File: src/rtl/npc_core_seq_if.sv
// Bus bundle between the NPC sequencer and its surroundings: instruction memory,
// data memory and the decode/branch/register-file datapath.
interface npc_core_seq_if #(
    parameter int XLEN = 32
) ();
    logic            imem_req;
    logic [XLEN-1:0] imem_addr;
    logic            imem_gnt;
    logic            imem_rvalid;
    logic [31:0]     imem_rdata;
    logic [31:0]     inst;
    logic [XLEN-1:0] pc;
    logic            inst_valid;
    logic            dec_load;
    logic            dec_store;
    logic            dec_wen;
    logic            dec_ebreak;
    logic            br_taken;
    logic [XLEN-1:0] br_target;
    logic            dmem_req;
    logic            dmem_we;
    logic            dmem_gnt;
    logic            dmem_rvalid;
    logic [XLEN-1:0] dmem_rdata;
    logic [XLEN-1:0] ld_data;
    logic            rf_wen;
    logic            halt;
    logic [1:0]      halt_cause;

    modport master (
        output imem_req, imem_addr, inst, pc, inst_valid,
        output dmem_req, dmem_we, ld_data, rf_wen, halt, halt_cause,
        input  imem_gnt, imem_rvalid, imem_rdata,
        input  dec_load, dec_store, dec_wen, dec_ebreak, br_taken, br_target,
        input  dmem_gnt, dmem_rvalid, dmem_rdata
    );

    modport slave (
        input  imem_req, imem_addr, inst, pc, inst_valid,
        input  dmem_req, dmem_we, ld_data, rf_wen, halt, halt_cause,
        output imem_gnt, imem_rvalid, imem_rdata,
        output dec_load, dec_store, dec_wen, dec_ebreak, br_taken, br_target,
        output dmem_gnt, dmem_rvalid, dmem_rdata
    );
endinterface

File: src/rtl/npc_core_seq.sv
// Multi-cycle RV32 sequencer: owns PC/IR, runs the imem/dmem handshakes, commits once per instruction.
// Define NPC_PERF_CNT_EN to add the perf_cycle/perf_instret counters.
module npc_core_seq #(
    parameter int              XLEN     = 32,
    parameter logic [XLEN-1:0] RESET_PC = 32'h8000_0000
`ifdef NPC_PERF_CNT_EN
    ,
    parameter int              CNT_W    = 64
`endif
) (
    input  logic clk,
    input  logic rst,
    npc_core_seq_if.master bus
`ifdef NPC_PERF_CNT_EN
    ,
    output logic [CNT_W-1:0] perf_cycle,
    output logic [CNT_W-1:0] perf_instret
`endif
);

    localparam logic [31:0] NOP = 32'h0000_0013;

    typedef enum logic [2:0] {
        S_FETCH,
        S_IWAIT,
        S_EXEC,
        S_MREQ,
        S_MWAIT,
        S_WB,
        S_HALT
    } state_t;

    state_t          r_state;
    state_t          w_state_next;
    logic [XLEN-1:0] r_pc;
    logic [XLEN-1:0] w_pc_next;
    logic [XLEN-1:0] w_seq_pc;
    logic [31:0]     r_inst;
    logic [31:0]     w_inst_next;
    logic [XLEN-1:0] r_ld_data;
    logic [XLEN-1:0] w_ld_data_next;
    logic [1:0]      r_halt_cause;
    logic [1:0]      w_halt_cause_next;
    logic            w_imem_req;
    logic            w_dmem_req;
    logic            w_dmem_we;
    logic            w_inst_valid;
    logic            w_rf_wen;

    always_ff @(posedge clk or negedge rst) begin
        if (!rst) begin
            r_state <= S_FETCH;
        end else begin
            r_state <= w_state_next;
        end
    end

    always_ff @(posedge clk or negedge rst) begin
        if (!rst) begin
            r_pc         <= RESET_PC;
            r_inst       <= NOP;
            r_ld_data    <= '0;
            r_halt_cause <= 2'b00;
        end else begin
            r_pc         <= w_pc_next;
            r_inst       <= w_inst_next;
            r_ld_data    <= w_ld_data_next;
            r_halt_cause <= w_halt_cause_next;
        end
    end

    // Sequential next PC wraps naturally at 2^XLEN.
    assign w_seq_pc = bus.br_taken ? bus.br_target : (r_pc + XLEN'(4));

    always_comb begin
        w_state_next      = r_state;
        w_pc_next         = r_pc;
        w_inst_next       = r_inst;
        w_ld_data_next    = r_ld_data;
        w_halt_cause_next = r_halt_cause;
        w_imem_req        = 1'b0;
        w_dmem_req        = 1'b0;
        w_dmem_we         = 1'b0;
        w_inst_valid      = 1'b0;
        w_rf_wen          = 1'b0;
        case (r_state)
            S_FETCH: begin
                w_imem_req = 1'b1;
                if (bus.imem_gnt) w_state_next = S_IWAIT;
            end
            S_IWAIT: begin
                if (bus.imem_rvalid) begin
                    w_inst_next  = bus.imem_rdata;
                    w_state_next = S_EXEC;
                end
            end
            S_EXEC: begin
                w_inst_valid = 1'b1;
                if (bus.dec_ebreak) begin
                    w_halt_cause_next = 2'b01;
                    w_state_next      = S_HALT;
                end else if (bus.dec_load || bus.dec_store) begin
                    w_state_next = S_MREQ;
                end else begin
                    w_state_next = S_WB;
                end
            end
            S_MREQ: begin
                w_dmem_req = 1'b1;
                w_dmem_we  = bus.dec_store;
                if (bus.dmem_gnt) w_state_next = S_MWAIT;
            end
            S_MWAIT: begin
                if (bus.dmem_rvalid) begin
                    if (bus.dec_load) w_ld_data_next = bus.dmem_rdata;
                    w_state_next = S_WB;
                end
            end
            S_WB: begin
                // The write still commits when the redirect target is misaligned.
                w_rf_wen = bus.dec_wen;
                if (w_seq_pc[1:0] != 2'b00) begin
                    w_halt_cause_next = 2'b10;
                    w_state_next      = S_HALT;
                end else begin
                    w_pc_next    = w_seq_pc;
                    w_state_next = S_FETCH;
                end
            end
            S_HALT: begin
                w_state_next = S_HALT;
            end
            default: begin
                w_state_next = S_FETCH;
            end
        endcase
    end

    // FETCH is the reset state, so the fetch request is masked while reset is held.
    assign bus.imem_req   = w_imem_req & rst;
    assign bus.imem_addr  = r_pc;
    assign bus.pc         = r_pc;
    assign bus.inst       = r_inst;
    assign bus.inst_valid = w_inst_valid;
    assign bus.dmem_req   = w_dmem_req;
    assign bus.dmem_we    = w_dmem_we;
    assign bus.ld_data    = r_ld_data;
    assign bus.rf_wen     = w_rf_wen;
    assign bus.halt       = (r_state == S_HALT);
    assign bus.halt_cause = r_halt_cause;

`ifdef NPC_PERF_CNT_EN
    logic [CNT_W-1:0] r_perf_cycle;
    logic [CNT_W-1:0] r_perf_instret;

    always_ff @(posedge clk or negedge rst) begin
        if (!rst) begin
            r_perf_cycle   <= '0;
            r_perf_instret <= '0;
        end else if (r_state != S_HALT) begin
            r_perf_cycle <= r_perf_cycle + CNT_W'(1);
            if (r_state == S_WB && w_state_next == S_FETCH) begin
                r_perf_instret <= r_perf_instret + CNT_W'(1);
            end
        end
    end

    assign perf_cycle   = r_perf_cycle;
    assign perf_instret = r_perf_instret;
`endif

endmodule

File: src/flat_wrapper.sv
// flat-port wrapper written by rule: the top's interface ports become plain ports
module npc_core_seq_flat 
#(
    parameter int              XLEN     = 32,
    parameter logic [XLEN-1:0] RESET_PC = 32'h8000_0000

)
  (clk, rst, bus_imem_req, bus_imem_addr, bus_inst, bus_pc, bus_inst_valid, bus_dmem_req, bus_dmem_we, bus_ld_data, bus_rf_wen, bus_halt, bus_halt_cause, bus_imem_gnt, bus_imem_rvalid, bus_imem_rdata, bus_dec_load, bus_dec_store, bus_dec_wen, bus_dec_ebreak, bus_br_taken, bus_br_target, bus_dmem_gnt, bus_dmem_rvalid, bus_dmem_rdata);
  npc_core_seq_if #(.XLEN(XLEN)) bus_i ();
  input  logic clk;
  input  logic rst;
  output wire logic [$bits(bus_i.imem_req)-1:0] bus_imem_req;
  output wire logic [$bits(bus_i.imem_addr)-1:0] bus_imem_addr;
  output wire logic [$bits(bus_i.inst)-1:0] bus_inst;
  output wire logic [$bits(bus_i.pc)-1:0] bus_pc;
  output wire logic [$bits(bus_i.inst_valid)-1:0] bus_inst_valid;
  output wire logic [$bits(bus_i.dmem_req)-1:0] bus_dmem_req;
  output wire logic [$bits(bus_i.dmem_we)-1:0] bus_dmem_we;
  output wire logic [$bits(bus_i.ld_data)-1:0] bus_ld_data;
  output wire logic [$bits(bus_i.rf_wen)-1:0] bus_rf_wen;
  output wire logic [$bits(bus_i.halt)-1:0] bus_halt;
  output wire logic [$bits(bus_i.halt_cause)-1:0] bus_halt_cause;
  input wire logic [$bits(bus_i.imem_gnt)-1:0] bus_imem_gnt;
  input wire logic [$bits(bus_i.imem_rvalid)-1:0] bus_imem_rvalid;
  input wire logic [$bits(bus_i.imem_rdata)-1:0] bus_imem_rdata;
  input wire logic [$bits(bus_i.dec_load)-1:0] bus_dec_load;
  input wire logic [$bits(bus_i.dec_store)-1:0] bus_dec_store;
  input wire logic [$bits(bus_i.dec_wen)-1:0] bus_dec_wen;
  input wire logic [$bits(bus_i.dec_ebreak)-1:0] bus_dec_ebreak;
  input wire logic [$bits(bus_i.br_taken)-1:0] bus_br_taken;
  input wire logic [$bits(bus_i.br_target)-1:0] bus_br_target;
  input wire logic [$bits(bus_i.dmem_gnt)-1:0] bus_dmem_gnt;
  input wire logic [$bits(bus_i.dmem_rvalid)-1:0] bus_dmem_rvalid;
  input wire logic [$bits(bus_i.dmem_rdata)-1:0] bus_dmem_rdata;
  assign bus_imem_req = bus_i.imem_req;
  assign bus_imem_addr = bus_i.imem_addr;
  assign bus_inst = bus_i.inst;
  assign bus_pc = bus_i.pc;
  assign bus_inst_valid = bus_i.inst_valid;
  assign bus_dmem_req = bus_i.dmem_req;
  assign bus_dmem_we = bus_i.dmem_we;
  assign bus_ld_data = bus_i.ld_data;
  assign bus_rf_wen = bus_i.rf_wen;
  assign bus_halt = bus_i.halt;
  assign bus_halt_cause = bus_i.halt_cause;
  assign bus_i.imem_gnt = bus_imem_gnt;
  assign bus_i.imem_rvalid = bus_imem_rvalid;
  assign bus_i.imem_rdata = bus_imem_rdata;
  assign bus_i.dec_load = bus_dec_load;
  assign bus_i.dec_store = bus_dec_store;
  assign bus_i.dec_wen = bus_dec_wen;
  assign bus_i.dec_ebreak = bus_dec_ebreak;
  assign bus_i.br_taken = bus_br_taken;
  assign bus_i.br_target = bus_br_target;
  assign bus_i.dmem_gnt = bus_dmem_gnt;
  assign bus_i.dmem_rvalid = bus_dmem_rvalid;
  assign bus_i.dmem_rdata = bus_dmem_rdata;
  npc_core_seq #(.XLEN(XLEN), .RESET_PC(RESET_PC)) u_core (.clk(clk), .rst(rst), .bus(bus_i));
endmodule
File: config.mk
export PLATFORM = sky130hd
export DESIGN_NAME = npc_core_seq_flat
export DESIGN_NICKNAME = d
export VERILOG_FILES = /design/src/rtl/npc_core_seq_if.sv /design/src/rtl/npc_core_seq.sv /design/src/flat_wrapper.sv
export SDC_FILE = /design/constraint.sdc
export NUM_CORES = 1
export LEC_CHECK = 0
export CAP_MARGIN = 10
export CELL_PAD_IN_SITES_DETAIL_PLACEMENT = 1
export CELL_PAD_IN_SITES_GLOBAL_PLACEMENT = 2
export CORE_UTILIZATION = 24
export DETAILED_ROUTE_END_ITERATION = 10
export GPL_TIMING_DRIVEN = 0
export PLACE_DENSITY_LB_ADDON = 0.1
export SETUP_SLACK_MARGIN = 0.5
export SLEW_MARGIN = 30
export SYNTH_ARGS = -nofsm -noshare
export SYNTH_HDL_FRONTEND = slang
export SYNTH_SLANG_ARGS = --single-unit
File: constraint.sdc
create_clock -name clk -period 2.2 [get_ports clk]
set_input_delay 0.66 -clock clk [delete_from_list [all_inputs] [get_ports clk]]
set_output_delay 0.66 -clock clk [all_outputs]
set_load 0.01 [all_outputs]
==> results.sh, run 1 <==
export IMPL_ys_ff_latch=101
export IMPL_synth_cell_types=60
export IMPL_ant_nets=0
export IMPL_ios=243
export IMPL_synth_area_sq_mm=0.00511
export IMPL_max_freq_ghz=0.490
export IMPL_slowest_stage="dfrtp_1"
export IMPL_crit_family="flip-flops"
export IMPL_worstPathMaxFanout=4
export IMPL_start_util=0.244
export IMPL_peakVddDrop_v=0.000625
export IMPL_gp_congestion=0.728
export IMPL_cts_root_buf="clkbuf_16"
export IMPL_grtUsageTotal=0.188
export IMPL_worst_slack_ns=0.160
export IMPL_synth_enable_flop_cells=0
export IMPL_report_power_total_mw=10.7
export IMPL_hold_path_class="input pin to async pin"
export IMPL_finalSetupViolations=0
export IMPL_fin_cells=1124
export IMPL_fin_worst_skew_ns=0.0140
export IMPL_hpwlAfterDp_mm=13.7
export IMPL_clk_pin_slew_ns=0.09
export IMPL_cp_data_arrival_time_ns=1.38
export IMPL_overflow=0
export IMPL_io_buffer_count=241
export IMPL_cts_hold_buf=0
export IMPL_tightest_slew_ns=0.741
export IMPL_layout_drive_gt1_share=0.549
export IMPL_h_tree_depth=3
export IMPL_die_area_sq_mm=0.0219
export IMPL_hold_viol=0
export IMPL_wirelength_mm=21.1
export IMPL_die_width_microns=148
export IMPL_crit_type="flip-flop to primary output"
export IMPL_synthFlopType="dfrtp_1"
export IMPL_power_density_mw_per_mm2=1010
export IMPL_cts_buffer_depth=2
export IMPL_drt_iter0_drc=111
export IMPL_drt_pre_antenna_iters=4
export IMPL_syn_num_nets=562
export IMPL_synth_seq_area_share=0.495
export IMPL_endpoint_kind="primary output"
export IMPL_die_h_microns=148
export IMPL_grt_max_degree=76
export IMPL_placedCellCount=971
export IMPL_antenna_cells=0
export IMPL_outcome="complete, no violations"
export IMPL_place_ws_ns=-0.450
export IMPL_final_cell_mix="126 x buf_6, 96 x clkdlybuf4s50_1, 74 x buf_4, 71 x dfrtp_1, 40 x clkdlybuf4s15_1"
export IMPL_period_minus_slack_ns=2.04
export IMPL_yosysWarnings=0
export IMPL_numCtsBuffers=9
export IMPL_nets=952
export IMPL_slowest_delay_ns=0.36
export IMPL_core_area_sq_mm=0.0210
export IMPL_area_growth_pct=108
export IMPL_fp_row_count=53
export IMPL_grt_first_pass_wirelength_mm=31.6
export IMPL_slew_viol_final=0
export IMPL_grt_pass1_vias=5658
export IMPL_avgSynthCellArea_sq_um=11.3
export IMPL_slew_headroom=0.506
export IMPL_crit_top_cell="buf_6"
export IMPL_path_cells="buf_6 > nor2b_4 > buf_6 > and3_4 > buf_6"
export IMPL_synth_cells=454
export IMPL_final_setup_tns_ns=0
export IMPL_async_reset_ff_frac=1.00
export IMPL_insertion_delay_ns=0.36
export IMPL_avgRoutedWirePerCell_microns=18.8
export IMPL_rsz0062_at_grt="yes"
export IMPL_cts_tree="yes"
export IMPL_cp_num_buf_inv=3
export IMPL_vias=5177
export IMPL_min_period_over_period=0.927
export IMPL_drc=0
export IMPL_required_ns=1.54
export IMPL_drv_cap=0
export IMPL_vias_per_cell=4.61
export IMPL_cp_start_kind="flip-flop"
export IMPL_clock_sinks=101
export IMPL_stdcell_area_sq_mm=0.0106
export IMPL_final_common_cell="buf_6"
export IMPL_dpl_cell_area_sq_mm=0.00792
export IMPL_p_leak_nw=4.94
export IMPL_antenna_found_initial=0
-- worst paths after layout --
kind,start,endpoint,slack (ns),cells after the start
min,rst,u_core.bus.halt_cause[1]$_DFFE_PN0P_,0.14,1
max,u_core.r_state[1]$_DFFE_PN0P_,bus_dmem_we,0.16,5
min reg2reg,u_core.bus.inst[12]$_DFFE_PN0P_,u_core.bus.inst[12]$_DFFE_PN0P_,0.51,1
max in group asynchronous,rst,u_core.bus.imem_addr[5]$_DFFE_PN0P_,1.35,2
min in group clk,u_core.bus.inst[12]$_DFFE_PN0P_,u_core.bus.inst[12]$_DFFE_PN0P_,0.51,1
max reg2reg,u_core.r_state[1]$_DFFE_PN0P_,u_core.bus.ld_data[13]$_DFFE_PN0P_,0.24,11
-- worst reg2reg max path: stages (launching register included) --
cell and delay, ns:
dfrtp_1 0.39, buf_6 0.13, buf_4 0.13, buf_6 0.13, nor2_4 0.11, nand2_2 0.08, nor2_4 0.12, buf_12 0.13
buf_8 0.12, buf_12 0.10, buf_16 0.10, mux2_2 0.32
-- cells by family after synthesis --
group,Yosys count,share of synthesized area
muxes,77,0.167
buffers and inverters,63,0.0840
adders and majority gates,1,0.00245
and+or+nand+nor,126,0.146
AOI/OAI and AO/OA,86,0.105
DFF,101,0.495
-- report_power, final --
group / internal [mW] / leakage (nW) / total (mW) / switching [mW]
sequential: 2.63 / 1.20 / 3.10 / 0.472
clock: 0.927 / 0.160 / 1.78 / 0.851
combinational: 3.60 / 3.57 / 5.85 / 2.25
total: 7.15 / 4.94 / 10.7 / 3.57
-- state kept, by name (all words and copies together) (netlist names) --
register               count
u_core.bus.halt_cause      2
u_core.r_state             3
u_core.bus.imem_addr      32
u_core.bus.inst           32
u_core.bus.ld_data        32
-- per-stage QoR --
stage / util / hold slack (ns)
2_1_floorplan: - / 0.364
3_3_place_gp: 0.376 / 0.473
3_5_place_dp: 0.378 / 0.478
4_1_cts: 0.464 / 0.140
5_1_grt: 0.507 / 0.147
6_report: 0.507 / 0.140
-- final cells by class --
| cell class | count | area [sq um] |
|---|---|---|
| plain buffers | 58 | 714 |
| flip-flops and latches | 101 | 2560 |
| fillers | 2193 | 10300 |
| repair buffers | 379 | 3920 |
| clock buffers | 9 | 225 |
| well taps | 275 | 344 |
| multi-input cells | 290 | 2740 |
| clock inverters | 7 | 103 |
| inverters | 5 | 18.8 |
-- cells in the mapped netlist, drive strengths merged, types with 2 or more instances --
| cell type | number | area [sq um] |
|---|---|---|
| and2 | 4 | 25.0 |
| nor4 | 4 | 40.0 |
| a31o | 3 | 26.3 |
| a21o | 2 | 15.0 |
| or2 | 2 | 12.5 |
| clkbuf | 7 | 56.3 |
| nand2 | 23 | 88.8 |
| and4 | 6 | 57.6 |
| inv | 4 | 15.0 |
| a22oi | 2 | 15.0 |
| o21ai | 15 | 75.1 |
| a221o | 2 | 20.0 |
| and3 | 12 | 81.3 |
| dfstp | 4 | 105 |
| nor2b | 6 | 37.5 |
| nor3b | 2 | 20.0 |
| a311oi | 2 | 17.5 |
| mux2 | 65 | 736 |
| o22ai | 21 | 131 |
| mux2i | 12 | 120 |
| nor3 | 13 | 70.1 |
| nor2 | 17 | 63.8 |
| nand3 | 21 | 140 |
| a31oi | 3 | 18.8 |
| nand4 | 12 | 75.1 |
| dfrtp | 97 | 2430 |
| a21oi | 25 | 125 |
| buf | 51 | 354 |
-- metal layers --
| metal | track usage | share of wire |
|---|---|---|
| met1 | 0.224 | 0.41 |
| met2 | 0.333 | 0.52 |
| met3 | 0.0463 | 0.056 |
| met4 | 0.0577 | 0.016 |
| met5 | 0 | 0 |
-- repair_timing --
item	CTS	global route
gates cloned	12	3
pin swaps	26	49
setup endpoints to repair	235	188
buffers inserted	99	23
gates resized for setup	516	225
Note: power is estimated with default switching activity, not from simulation.
==> inputs of run 2 (changes only) <==
==> constraint.sdc (replaced) <==
create_clock -name clk -period 2.3 [get_ports clk]
set_input_delay 0.69 -clock clk [delete_from_list [all_inputs] [get_ports clk]]
set_output_delay 0.69 -clock clk [all_outputs]
set_load 0.01 [all_outputs]
==> results.sh, run 2 (same netlist as run 1, synthesis figures left out) <==
export IMPL_gp_congestion=0.739
export IMPL_drt_iter0_drc=175
export IMPL_slew_headroom=0.605
export IMPL_worstPathMaxFanout=3
export IMPL_start_util=0.244
export IMPL_final_common_cell="clkdlybuf4s50_1"
export IMPL_grt_max_degree=29
export IMPL_cts_root_buf="clkbuf_16"
export IMPL_io_buffer_count=241
export IMPL_period_minus_slack_ns=2.12
export IMPL_die_area_sq_mm=0.0219
export IMPL_outcome="complete, no violations"
export IMPL_hold_path_class="input pin to async pin"
export IMPL_endpoint_kind="primary output"
export IMPL_clock_sinks=101
export IMPL_peakVddDrop_v=0.000418
export IMPL_power_density_mw_per_mm2=956
export IMPL_core_area_sq_mm=0.0210
export IMPL_drc=0
export IMPL_regArea_sq_mm=0.00257
export IMPL_rsz0062_at_grt="yes"
export IMPL_hpwlAfterDp_mm=13.1
export IMPL_min_period_over_period=0.921
export IMPL_crit_end="bus_dmem_we"
export IMPL_crit_type="flip-flop to primary output"
export IMPL_vias_per_cell=4.61
export IMPL_p_leak_nw=4.64
export IMPL_ios=243
export IMPL_cp_data_arrival_time_ns=1.43
export IMPL_avgRoutedWirePerCell_microns=18.7
export IMPL_insertion_delay_ns=0.35
export IMPL_die_h_microns=148
export IMPL_r2r_setup_slack_ns=0.40
export IMPL_layout_drive_gt1_share=0.470
export IMPL_fillers=2296
export IMPL_r2r_start="u_core.bus.imem_addr[22]$_DFFE_PN0P_"
export IMPL_cts_buffer_depth=2
export IMPL_vias=5066
export IMPL_fin_util=0.474
export IMPL_holdWs_ns=0.172
export IMPL_wirelength_mm=20.6
export IMPL_max_freq_ghz=0.472
export IMPL_fp_row_count=53
export IMPL_fin_cells=1099
export IMPL_ant_nets=0
export IMPL_tightest_slew_ns=0.592
export IMPL_multiInputGateArea_sq_mm=0.00258
export IMPL_reg2reg_to="u_core.bus.imem_addr[30]$_DFFE_PN0P_"
export IMPL_cts_tree="yes"
export IMPL_startpoint="u_core.r_state[2]$_DFFE_PN0P_"
export IMPL_antenna_found_initial=1
export IMPL_drt_pre_antenna_iters=4
export IMPL_reg2regPathDepth=8
export IMPL_finalSetupViolations=0
export IMPL_grtUsageTotal=0.183
export IMPL_fin_worst_skew_ns=0.00705
export IMPL_h_tree_depth=3
export IMPL_hold_viol=0
export IMPL_overflow=0
export IMPL_grt_first_pass_wirelength_mm=30.5
export IMPL_drv_cap=0
export IMPL_clk_pin_slew_ns=0.07
export IMPL_final_cell_mix="98 x clkdlybuf4s50_1, 93 x dlygate4sd2_1, 78 x buf_4, 77 x buf_6, 68 x dfrtp_1"
export IMPL_area_growth_pct=94.5
export IMPL_antenna_cells=0
export IMPL_nets=927
export IMPL_numCtsBuffers=9
export IMPL_required_ns=1.61
export IMPL_cp_start_kind="flip-flop"
export IMPL_die_width_microns=148
export IMPL_slew_viol_final=0
export IMPL_placedCellCount=971
export IMPL_grt_pass1_vias=5287
-- run 2: cell types whose count changed in the layout (fill, tap and decap cells not counted), sizes merged --
cell | previous run | this run
clkbuf | 36 | 24
dlymetal6s2s | 26 | 2
bufbuf | 0 | 3
inv | 7 | 5
clkdlybuf4s50 | 96 | 98
clkinvlp | 0 | 1
clkdlybuf4s15 | 42 | 2
dlygate4sd2 | 5 | 93
clkinv | 4 | 3
buf | 241 | 201
-- run 2: final cells by class --
cell class,instances,area share
buffer,58,0.0644
clock buffer,11,0.0234
clock inverter,5,0.00604
inverter,5,0.00214
multi-input combinational,290,0.259
sequential,101,0.258
tap,275,0.0346
timing repair buffer,354,0.352
-- run 2: metal layers --
metal  vias to the layer above  track usage  share of wire
met2                       158        0.318           0.50
li1                       2370            -              -
met5                         -            0        0.00063
met3                         9       0.0565          0.063
met4                         2       0.0294         0.0064
met1                      2527        0.225           0.43
-- run 2: how the worst min path moves through the flow --
stage,start,endpoint,cells past startpoint
after detailed placement,u_core.bus.inst[3]$_DFFE_PN0P_,u_core.bus.inst[3]$_DFFE_PN0P_,1
after global routing,rst,u_core.bus.ld_data[6]$_DFFE_PN0P_,1
final,rst,u_core.bus.imem_addr[30]$_DFFE_PN0P_,1
after floorplan,rst,u_core.bus.halt_cause[0]$_DFFE_PN0P_,0
after global placement,u_core.bus.inst[3]$_DFFE_PN0P_,u_core.bus.inst[3]$_DFFE_PN0P_,1
after CTS,rst,u_core.bus.ld_data[6]$_DFFE_PN0P_,1
-- run 2: report_power, final --
part	leakage, nW	internal, mW	switching, mW
Clock	0.140	0.851	0.727
Combinational	3.31	2.97	2.03
Sequential	1.20	2.51	0.413
Total	4.64	6.34	3.17
-- run 2: timing repair --
action	in CTS	in global routing
hold buffers	0	0
resized for setup	418	120
buffers inserted	68	31
pin swaps	11	37
gates cloned	7	6
setup endpoints to repair	231	117
-- run 2: per-stage QoR --
step / area, sq um / setup WS, ns / power [mW] / setup TNS, ns
finish: 9940 / 0.182 / 9.51 / 0
global route: 9940 / 0.107 / 10.1 / 0
CTS: 9110 / 0.176 / 8.91 / 0
detailed placement: 7910 / -0.714 / 7.00 / -9.51
global placement: 7880 / -4.30 / 6.88 / -384.87
floorplan: 5120 / 0.328 / 4.72 / 0
-- run 2: worst max-delay path, cell delays in order (launching register included) --
cell	delay, ns
dfrtp_2	0.42
buf_6	0.13
nor2b_4	0.15
buf_6	0.11
and3_4	0.17
buf_6	0.10
==> inputs of run 3 (changes only) <==
--- a/config.mk
+++ b/config.mk
@@ -10,7 +10,9 @@
 export CELL_PAD_IN_SITES_GLOBAL_PLACEMENT = 2
 export CORE_UTILIZATION = 24
 export DETAILED_ROUTE_END_ITERATION = 10
+export GPL_ROUTABILITY_DRIVEN = 0
 export GPL_TIMING_DRIVEN = 0
+export HOLD_SLACK_MARGIN = 0.06
 export PLACE_DENSITY_LB_ADDON = 0.1
 export SETUP_SLACK_MARGIN = 0.5
 export SLEW_MARGIN = 30
==> results of run 3 <==
Same layout as run 2: the final DEF is identical, and so are final timing and power.
